[src/rtl/motor_drive_sequencer.sv]
// rtl/motor_drive_sequencer.sv - soft start / run / soft stop / hold-off motor sequencer
// Optional RUN timeout enabled by defining SEQ_RUN_TIMEOUT_EN.

module motor_drive_sequencer #(
    parameter int PWM_RESOLUTION    = 17,
    parameter int BASE_DUTY         = 32768,
    parameter int RAMP_STEP         = 1024,
    parameter int HOLDOFF_TICKS     = 32,
    parameter int RUN_TIMEOUT_TICKS = 1920
) (
    input  logic                      clk,
    input  logic                      reset_n,
    input  logic                      clk_en,
    input  logic                      start_pulse,
    input  logic                      kill_sw,
    output logic                      motor_en,
    output logic                      pid_en,
    output logic [PWM_RESOLUTION-1:0] base_duty,
    output logic                      busy,
    output logic [2:0]                state
);

    localparam int DW = PWM_RESOLUTION;
    localparam int HW = $clog2(HOLDOFF_TICKS + 1);
    localparam logic [DW:0] BASE_W = (DW+1)'(BASE_DUTY);
    // A step at or above the target is clamped so one tick lands exactly on BASE_DUTY or 0.
    localparam logic [DW:0] STEP_W = (RAMP_STEP >= BASE_DUTY) ? BASE_W : (DW+1)'(RAMP_STEP);

    typedef enum logic [2:0] {
        S_IDLE      = 3'd0,
        S_RAMP_UP   = 3'd1,
        S_RUN       = 3'd2,
        S_RAMP_DOWN = 3'd3,
        S_HOLDOFF   = 3'd4
    } state_t;

    state_t          state_q, state_d;
    logic [DW-1:0]   duty_q, duty_d;
    logic            motor_q, motor_d;
    logic            pid_q, pid_d;
    logic            busy_q, busy_d;
    logic [HW-1:0]   hold_q, hold_d;
    logic [DW:0]     sum_up;
    logic [DW-1:0]   diff_down;

`ifdef SEQ_RUN_TIMEOUT_EN
    localparam int RW = $clog2(RUN_TIMEOUT_TICKS + 1);
    logic [RW-1:0]   run_q, run_d;
`endif

    always_ff @(posedge clk or negedge reset_n) begin
        if (!reset_n) begin
            state_q <= S_IDLE;
            duty_q  <= '0;
            motor_q <= 1'b0;
            pid_q   <= 1'b0;
            busy_q  <= 1'b0;
            hold_q  <= '0;
`ifdef SEQ_RUN_TIMEOUT_EN
            run_q   <= '0;
`endif
        end else begin
            state_q <= state_d;
            duty_q  <= duty_d;
            motor_q <= motor_d;
            pid_q   <= pid_d;
            busy_q  <= busy_d;
            hold_q  <= hold_d;
`ifdef SEQ_RUN_TIMEOUT_EN
            run_q   <= run_d;
`endif
        end
    end

    always_comb begin
        state_d   = state_q;
        duty_d    = duty_q;
        motor_d   = motor_q;
        pid_d     = pid_q;
        hold_d    = hold_q;
`ifdef SEQ_RUN_TIMEOUT_EN
        run_d     = run_q;
`endif
        sum_up    = {1'b0, duty_q} + STEP_W;
        diff_down = duty_q - STEP_W[DW-1:0];

        if (kill_sw) begin
            state_d = S_IDLE;
            duty_d  = '0;
            motor_d = 1'b0;
            pid_d   = 1'b0;
            hold_d  = '0;
`ifdef SEQ_RUN_TIMEOUT_EN
            run_d   = '0;
`endif
        end else begin
            case (state_q)
                S_IDLE: begin
                    duty_d  = '0;
                    motor_d = 1'b0;
                    pid_d   = 1'b0;
                    hold_d  = '0;
                    if (start_pulse) begin
                        state_d = S_RAMP_UP;
                        motor_d = 1'b1;
                    end
                end
                S_RAMP_UP: begin
                    motor_d = 1'b1;
                    pid_d   = 1'b0;
                    // A reversal on a tick cycle freezes the duty where it is.
                    if (start_pulse) begin
                        state_d = S_RAMP_DOWN;
                    end else if (clk_en) begin
                        if (sum_up >= BASE_W) begin
                            duty_d  = BASE_W[DW-1:0];
                            state_d = S_RUN;
                            pid_d   = 1'b1;
`ifdef SEQ_RUN_TIMEOUT_EN
                            run_d   = '0;
`endif
                        end else begin
                            duty_d = sum_up[DW-1:0];
                        end
                    end
                end
                S_RUN: begin
                    duty_d  = BASE_W[DW-1:0];
                    motor_d = 1'b1;
                    pid_d   = 1'b1;
                    if (start_pulse) begin
                        state_d = S_RAMP_DOWN;
                        pid_d   = 1'b0;
                    end
`ifdef SEQ_RUN_TIMEOUT_EN
                    else if (clk_en) begin
                        if (run_q == RW'(RUN_TIMEOUT_TICKS - 1)) begin
                            state_d = S_RAMP_DOWN;
                            pid_d   = 1'b0;
                            run_d   = '0;
                        end else begin
                            run_d = run_q + 1'b1;
                        end
                    end
`endif
                end
                S_RAMP_DOWN: begin
                    motor_d = 1'b1;
                    pid_d   = 1'b0;
                    if (clk_en) begin
                        if ({1'b0, duty_q} <= STEP_W) begin
                            duty_d  = '0;
                            state_d = S_HOLDOFF;
                            motor_d = 1'b0;
                            hold_d  = '0;
                        end else begin
                            duty_d = diff_down;
                        end
                    end
                end
                S_HOLDOFF: begin
                    duty_d  = '0;
                    motor_d = 1'b0;
                    pid_d   = 1'b0;
                    if (clk_en) begin
                        if (hold_q == HW'(HOLDOFF_TICKS - 1)) begin
                            state_d = S_IDLE;
                            hold_d  = '0;
                        end else begin
                            hold_d = hold_q + 1'b1;
                        end
                    end
                end
                default: begin
                    state_d = S_IDLE;
                    duty_d  = '0;
                    motor_d = 1'b0;
                    pid_d   = 1'b0;
                    hold_d  = '0;
                end
            endcase
        end

        busy_d = (state_d == S_RAMP_UP) || (state_d == S_RAMP_DOWN) || (state_d == S_HOLDOFF);
    end

    assign state     = state_q;
    assign base_duty = duty_q;
    assign motor_en  = motor_q;
    assign pid_en    = pid_q;
    assign busy      = busy_q;

endmodule

[config.mk]
export PLATFORM = sky130hd
export DESIGN_NAME = motor_drive_sequencer
export DESIGN_NICKNAME = d
export VERILOG_FILES = /design/src/rtl/motor_drive_sequencer.sv
export SDC_FILE = /design/constraint.sdc
export NUM_CORES = 1
export LEC_CHECK = 0
export BUFFER_PORTS_ARGS = -buffer_cell sky130_fd_sc_hd__buf_2
export CAP_MARGIN = 15
export CELL_PAD_IN_SITES_DETAIL_PLACEMENT = 1
export CELL_PAD_IN_SITES_GLOBAL_PLACEMENT = 2
export CORE_MARGIN = 2
export CORE_UTILIZATION = 36
export CTS_CLUSTER_SIZE = 25
export DETAILED_ROUTE_END_ITERATION = 8
export PLACE_DENSITY_LB_ADDON = 0.1
export SKIP_CTS_REPAIR_TIMING = 1
export SYNTH_ARGS = -nofsm -noshare
export SYNTH_HDL_FRONTEND = slang
export SYNTH_SLANG_ARGS = --single-unit
[constraint.sdc]
create_clock -name clk -period 6.15 [get_ports clk]
set_clock_uncertainty 0.05 [all_clocks]
set_input_delay 0.3075 -clock clk [delete_from_list [all_inputs] [get_ports clk]]
set_output_delay 0.3075 -clock clk [all_outputs]
set_load 0.02 [all_outputs]
Word level (Yosys, flattened, before mapping)
Cells that the tools add are included.
- register bits after elaboration: 29
- memories kept: 0
- input bits: 5
- logic and storage cells: 66
- latch bits: 0
- bits in read-only memories: 0
- RAM bits: 0
- output and inout bits: 23
- equal/unequal tests: 14
- shift-type cells: 0
- reduce and logical (&&, ||, !) cells: 6
- multipliers: 0
- add/subtract/negate cells: 3
- muxes and demuxes: 35
- magnitude comparators: 2
- div/mod/pow operators: 0
- bitwise gates (word level): 0
- operators with widths (kind ; count):
    $mux W17 ; 6
    $pmux W17 S3 ; 1
    $mux W3 ; 10
    $mux W6 ; 5
    $add A17 B11 Y18 const B ; 1
    $ge A18 B16 Y1 const B ; 1
    $pmux W6 S3 ; 1
    $le A17 B11 Y1 const B ; 1
    $sub A17 B11 Y17 const B ; 1
    $ne A3 B3 Y1 const B ; 5
    $pmux W3 S5 ; 1
    $eq A3 B2 Y1 const B ; 3
    $mux W1 ; 9
    $add A6 B1 Y6 const B ; 1
    $eq A3 B1 Y1 const B ; 2
    $eq A3 B3 Y1 const B ; 2
    $eq A6 B5 Y1 const B ; 1
    $reduce_and A4 Y1 ; 1
    $logic_not A3 Y1 ; 1
    $pmux W1 S3 ; 1
    $reduce_and A3 Y1 ; 1
    $logic_or A1 B1 Y1 ; 2
    $ne A2 B1 Y1 const B ; 1
    $pmux W1 S2 ; 1
    $reduce_or A2 Y1 ; 1

Longest topological paths before layout
- word-level depth: 10
- depth in mapped cells: 7

Worst setup path after synthesis
Ideal clock, no wire load.
- kind: flip-flop to flip-flop
- start: register duty_q[12] (netlist: base_duty[12])
- end: register motor_q (netlist: motor_en)
- stages on the path, launching flop included: 7
- data arrival time: 2.094 ns
- path slack: 3.877 ns
- setup time: 0.129 ns
- clock period less this slack: 2.273 ns
- cell sequence: dfrtp_1 > buf_6 > or4_4 > nor3_4 > nand2_2 > a221o_1 > o41a_1
- cells in the longest elaborated chain, start to end: 5
- RTL lines (element ; line ; RTL):
    start: declaration ; 38 ; logic [DW-1:0] duty_q, duty_d;
    start signal: assignment ; 64 ; duty_q <= duty_d;
    $le A17 B11 Y1 ; 151 ; if ({1'b0, duty_q} <= STEP_W) begin
    $mux W1 ; 151 ;
    $mux W1 ; 150 ; if (clk_en) begin
    $pmux W1 S3 ; 97 ; case (state_q)
    $mux W1 ; 87 ; if (kill_sw) begin
    via motor_d ; 39 ; logic motor_q, motor_d;
    end signal: assignment ; 65 ; motor_q <= motor_d;
    end: declaration ; 39 ;
The timed path passes the listed nets, and every way through them passes these cells.
A chain may end at the register's enable or synchronous reset.

Worst setup path in the final report
- start: register duty_q[10] (netlist: base_duty[10])
- end: register motor_q (netlist: motor_en)
The elaborated chain is that of the path after synthesis.

==> impl_metrics.ini <==
[sta]
fmax_mhz = 409
holdWs_ns = 0.276
min_period_ns = 2.44
tns_ns = 0
setup_viol = 0
hold_viol = 0
finalCritPeriodShare_pct = 39.7
rsz0062_at_grt = false
slew_viol_final = 0
slew_headroom_pct = 37.5
tightest_slew_ns = 0.925

[worst_hold_path]
hold_end = pid_en$_DFF_PN0_
min_from = start_pulse
hold_depth = 2
min_path_type = in -> reg

[clock_network]
clock_path_buffers = 2
cts_root_buffer = clkbuf_8
numCtsBuffers = 3
clk_latency_ns = 0.26
cts_tree = done
clk_pin_slew_ns = 0.08
cts_num_sinks = 19
htreeDepth = 1

[setup_path]
worstPathRequired_ns = 6.24
critPathLaunchType = flip-flop
r2r_start = base_duty[10]$_DFFE_PN0P_
crit_family = compound AO/OA/AOI/OAI gates
cp.arrival_ns = 2.53
critPathBufInv = 0
startpoint = base_duty[10]$_DFFE_PN0P_
reg2reg_slack_ns = 3.71
crit_chain = ha_1, nor2b_1, nand4_1, a41o_2, a221o_1, o41a_1
criticalPathCategory = reg -> reg
rr_endpoint = motor_en$_DFF_PN0_
cp_max_fo = 12
cpPeakStageDelay_ns = 0.51
cp_slowest_cell = dfrtp_1
end_kind = flip-flop
r2r_cells = 6

[grt]
grt_max_degree = 20
grt_pass1_vias = 1373
grt_pass1_wl_um = 6900
antenna_found_initial = 0
grt_usage_pct = 17.2
grt-ovfl-total = 0

[die]
core_area_mm2 = 0.00409
start_util_pct = 38.2
die_x_um = 69.9
die_height_um = 69.9
ios = 28
row_count = 23
die_area_mm2 = 0.00488

[logic_synthesis]
synthArstFlopShare_pct = 100
synth_flop_cell = dfrtp_1
netlist_instances = 178
ys_ff_latch = 19
ys_warn_count = 0
synthTopCellsByArea = dfrtp_1 30%, clkbuf_8 5.3%, buf_4 4.8%
synth_edf_count = 0
synthesis.area_mm2 = 0.00156
synth_cell_types = 59
ys_seq_area_share_pct = 30.4
synth_top_cell_area_share_pct = 30.4
synth_area_per_cell_um2 = 8.78
synth_top_cell_by_area = dfrtp_1

[detailed_routing]
totalWireLength_um = 4080
first_pass_iters = 4
drt_iter0_markers = 75
drcViolationCount = 0
via_per_inst = 5.72
wire_per_inst_um = 17.1
vias = 1367
antenna_left = 0

[outcome]
status = complete, no violations

[place]
postPlaceCellArea_mm2 = 0.00156
portBuffers = 17
gp_congestion = 0.919
hpwl_um = 3020

[cells_and_area]
final_common_cell = dfrtp_1
fin_area_mm2 = 0.00161
diodes = 0
final_util_pct = 39.4
layout-drive-gt1-share_pct = 20.1
mostFrequentLayoutCells = 19 x dfrtp_1, 17 x buf_2, 15 x nor2_1
fin_nets = 199
syn2layout_area_growth_pct = 3.12

[pwr]
power_mw = 0.331
max-vdd-ir-drop_mv = 0.102
power_density_mw_per_mm2 = 205
p_leak_nw = 0.715

[flow_run]
max_cap_violations = 0
==> synth_stat cells, drive strengths merged, types with 3 or more instances <==
library cell  number
dfrtp             19
nand2             15
nor2              15
buf               13
a21oi             10
o21ai              8
clkbuf             7
inv                7
nor3               7
nand3              5
nand3b             5
nor2b              5
nor4b              5
ha                 4
nand2b             3
nor3b              3
nor4               3
o22a               3
o31ai              3
xnor2              3
==> sequential cells by signal, indices dropped and copies added, names as in the netlist <==
signal / count
base_duty: 7
state: 3
busy: 1
pid_en: 1
motor_en: 1
hold_q: 6
==> report_power, final <==
group          internal (mW)  switching [mW]
Clock                 0.0451          0.0458
Sequential             0.131          0.0134
Combinational         0.0355          0.0599
==> how the worst max path moves through the flow <==
| stage | to | slack (ns) | cells after the start |
|---|---|---|---|
| detailed placement | motor_en$_DFF_PN0_ | 3.71 | 6 |
| global placement | motor_en$_DFF_PN0_ | 3.80 | 6 |
| CTS | motor_en$_DFF_PN0_ | 3.70 | 6 |
| global route | motor_en$_DFF_PN0_ | 3.58 | 6 |
| floorplan | motor_en$_DFF_PN0_ | 3.88 | 6 |
| finish | motor_en$_DFF_PN0_ | 3.71 | 6 |
==> through the flow <==
step,std cells,worst slack (ns)
finish,239,3.71
global route,239,3.58
CTS,238,3.70
detailed placement,234,3.71
global placement,234,3.80
floorplan,187,3.88
==> cell families (layout without fill, tap and decap cells) <==
family / Yosys count / after routing / share of synthesized area, %
DFF: 19 / 19 / 30.4
xor gates and xnor gates: 3 / 3 / 1.68
adders and majority gates: 4 / 4 / 3.20
and+or+nand+nor: 80 / 80 / 30.5
other: 1 / 10 / 0.240
buffers and inverters: 27 / 29 / 13.8
AOI/OAI and AO/OA: 44 / 44 / 20.2
==> per-layer routing <==
layer	wire, um	share of wire [%]	track usage, %	vias up
met5	0	0	0	-
met4	21	0.51	3.85	0
met3	163	4.0	3.17	2
met2	1820	45	26.9	35
met1	2070	51	24.8	677
li1	-	-	-	653
==> final cells by class <==
type	count	area, um^2
Clock buffer	3	41.3
Tap cell	50	62.6
Sequential cell	19	475
Inverter	7	26.3
Clock inverter	1	5.00
Fill cell	511	2470
Timing Repair Buffer	18	95.1
Multi-Input combinational cell	141	906
Note: power is estimated with default switching activity, not from simulation.
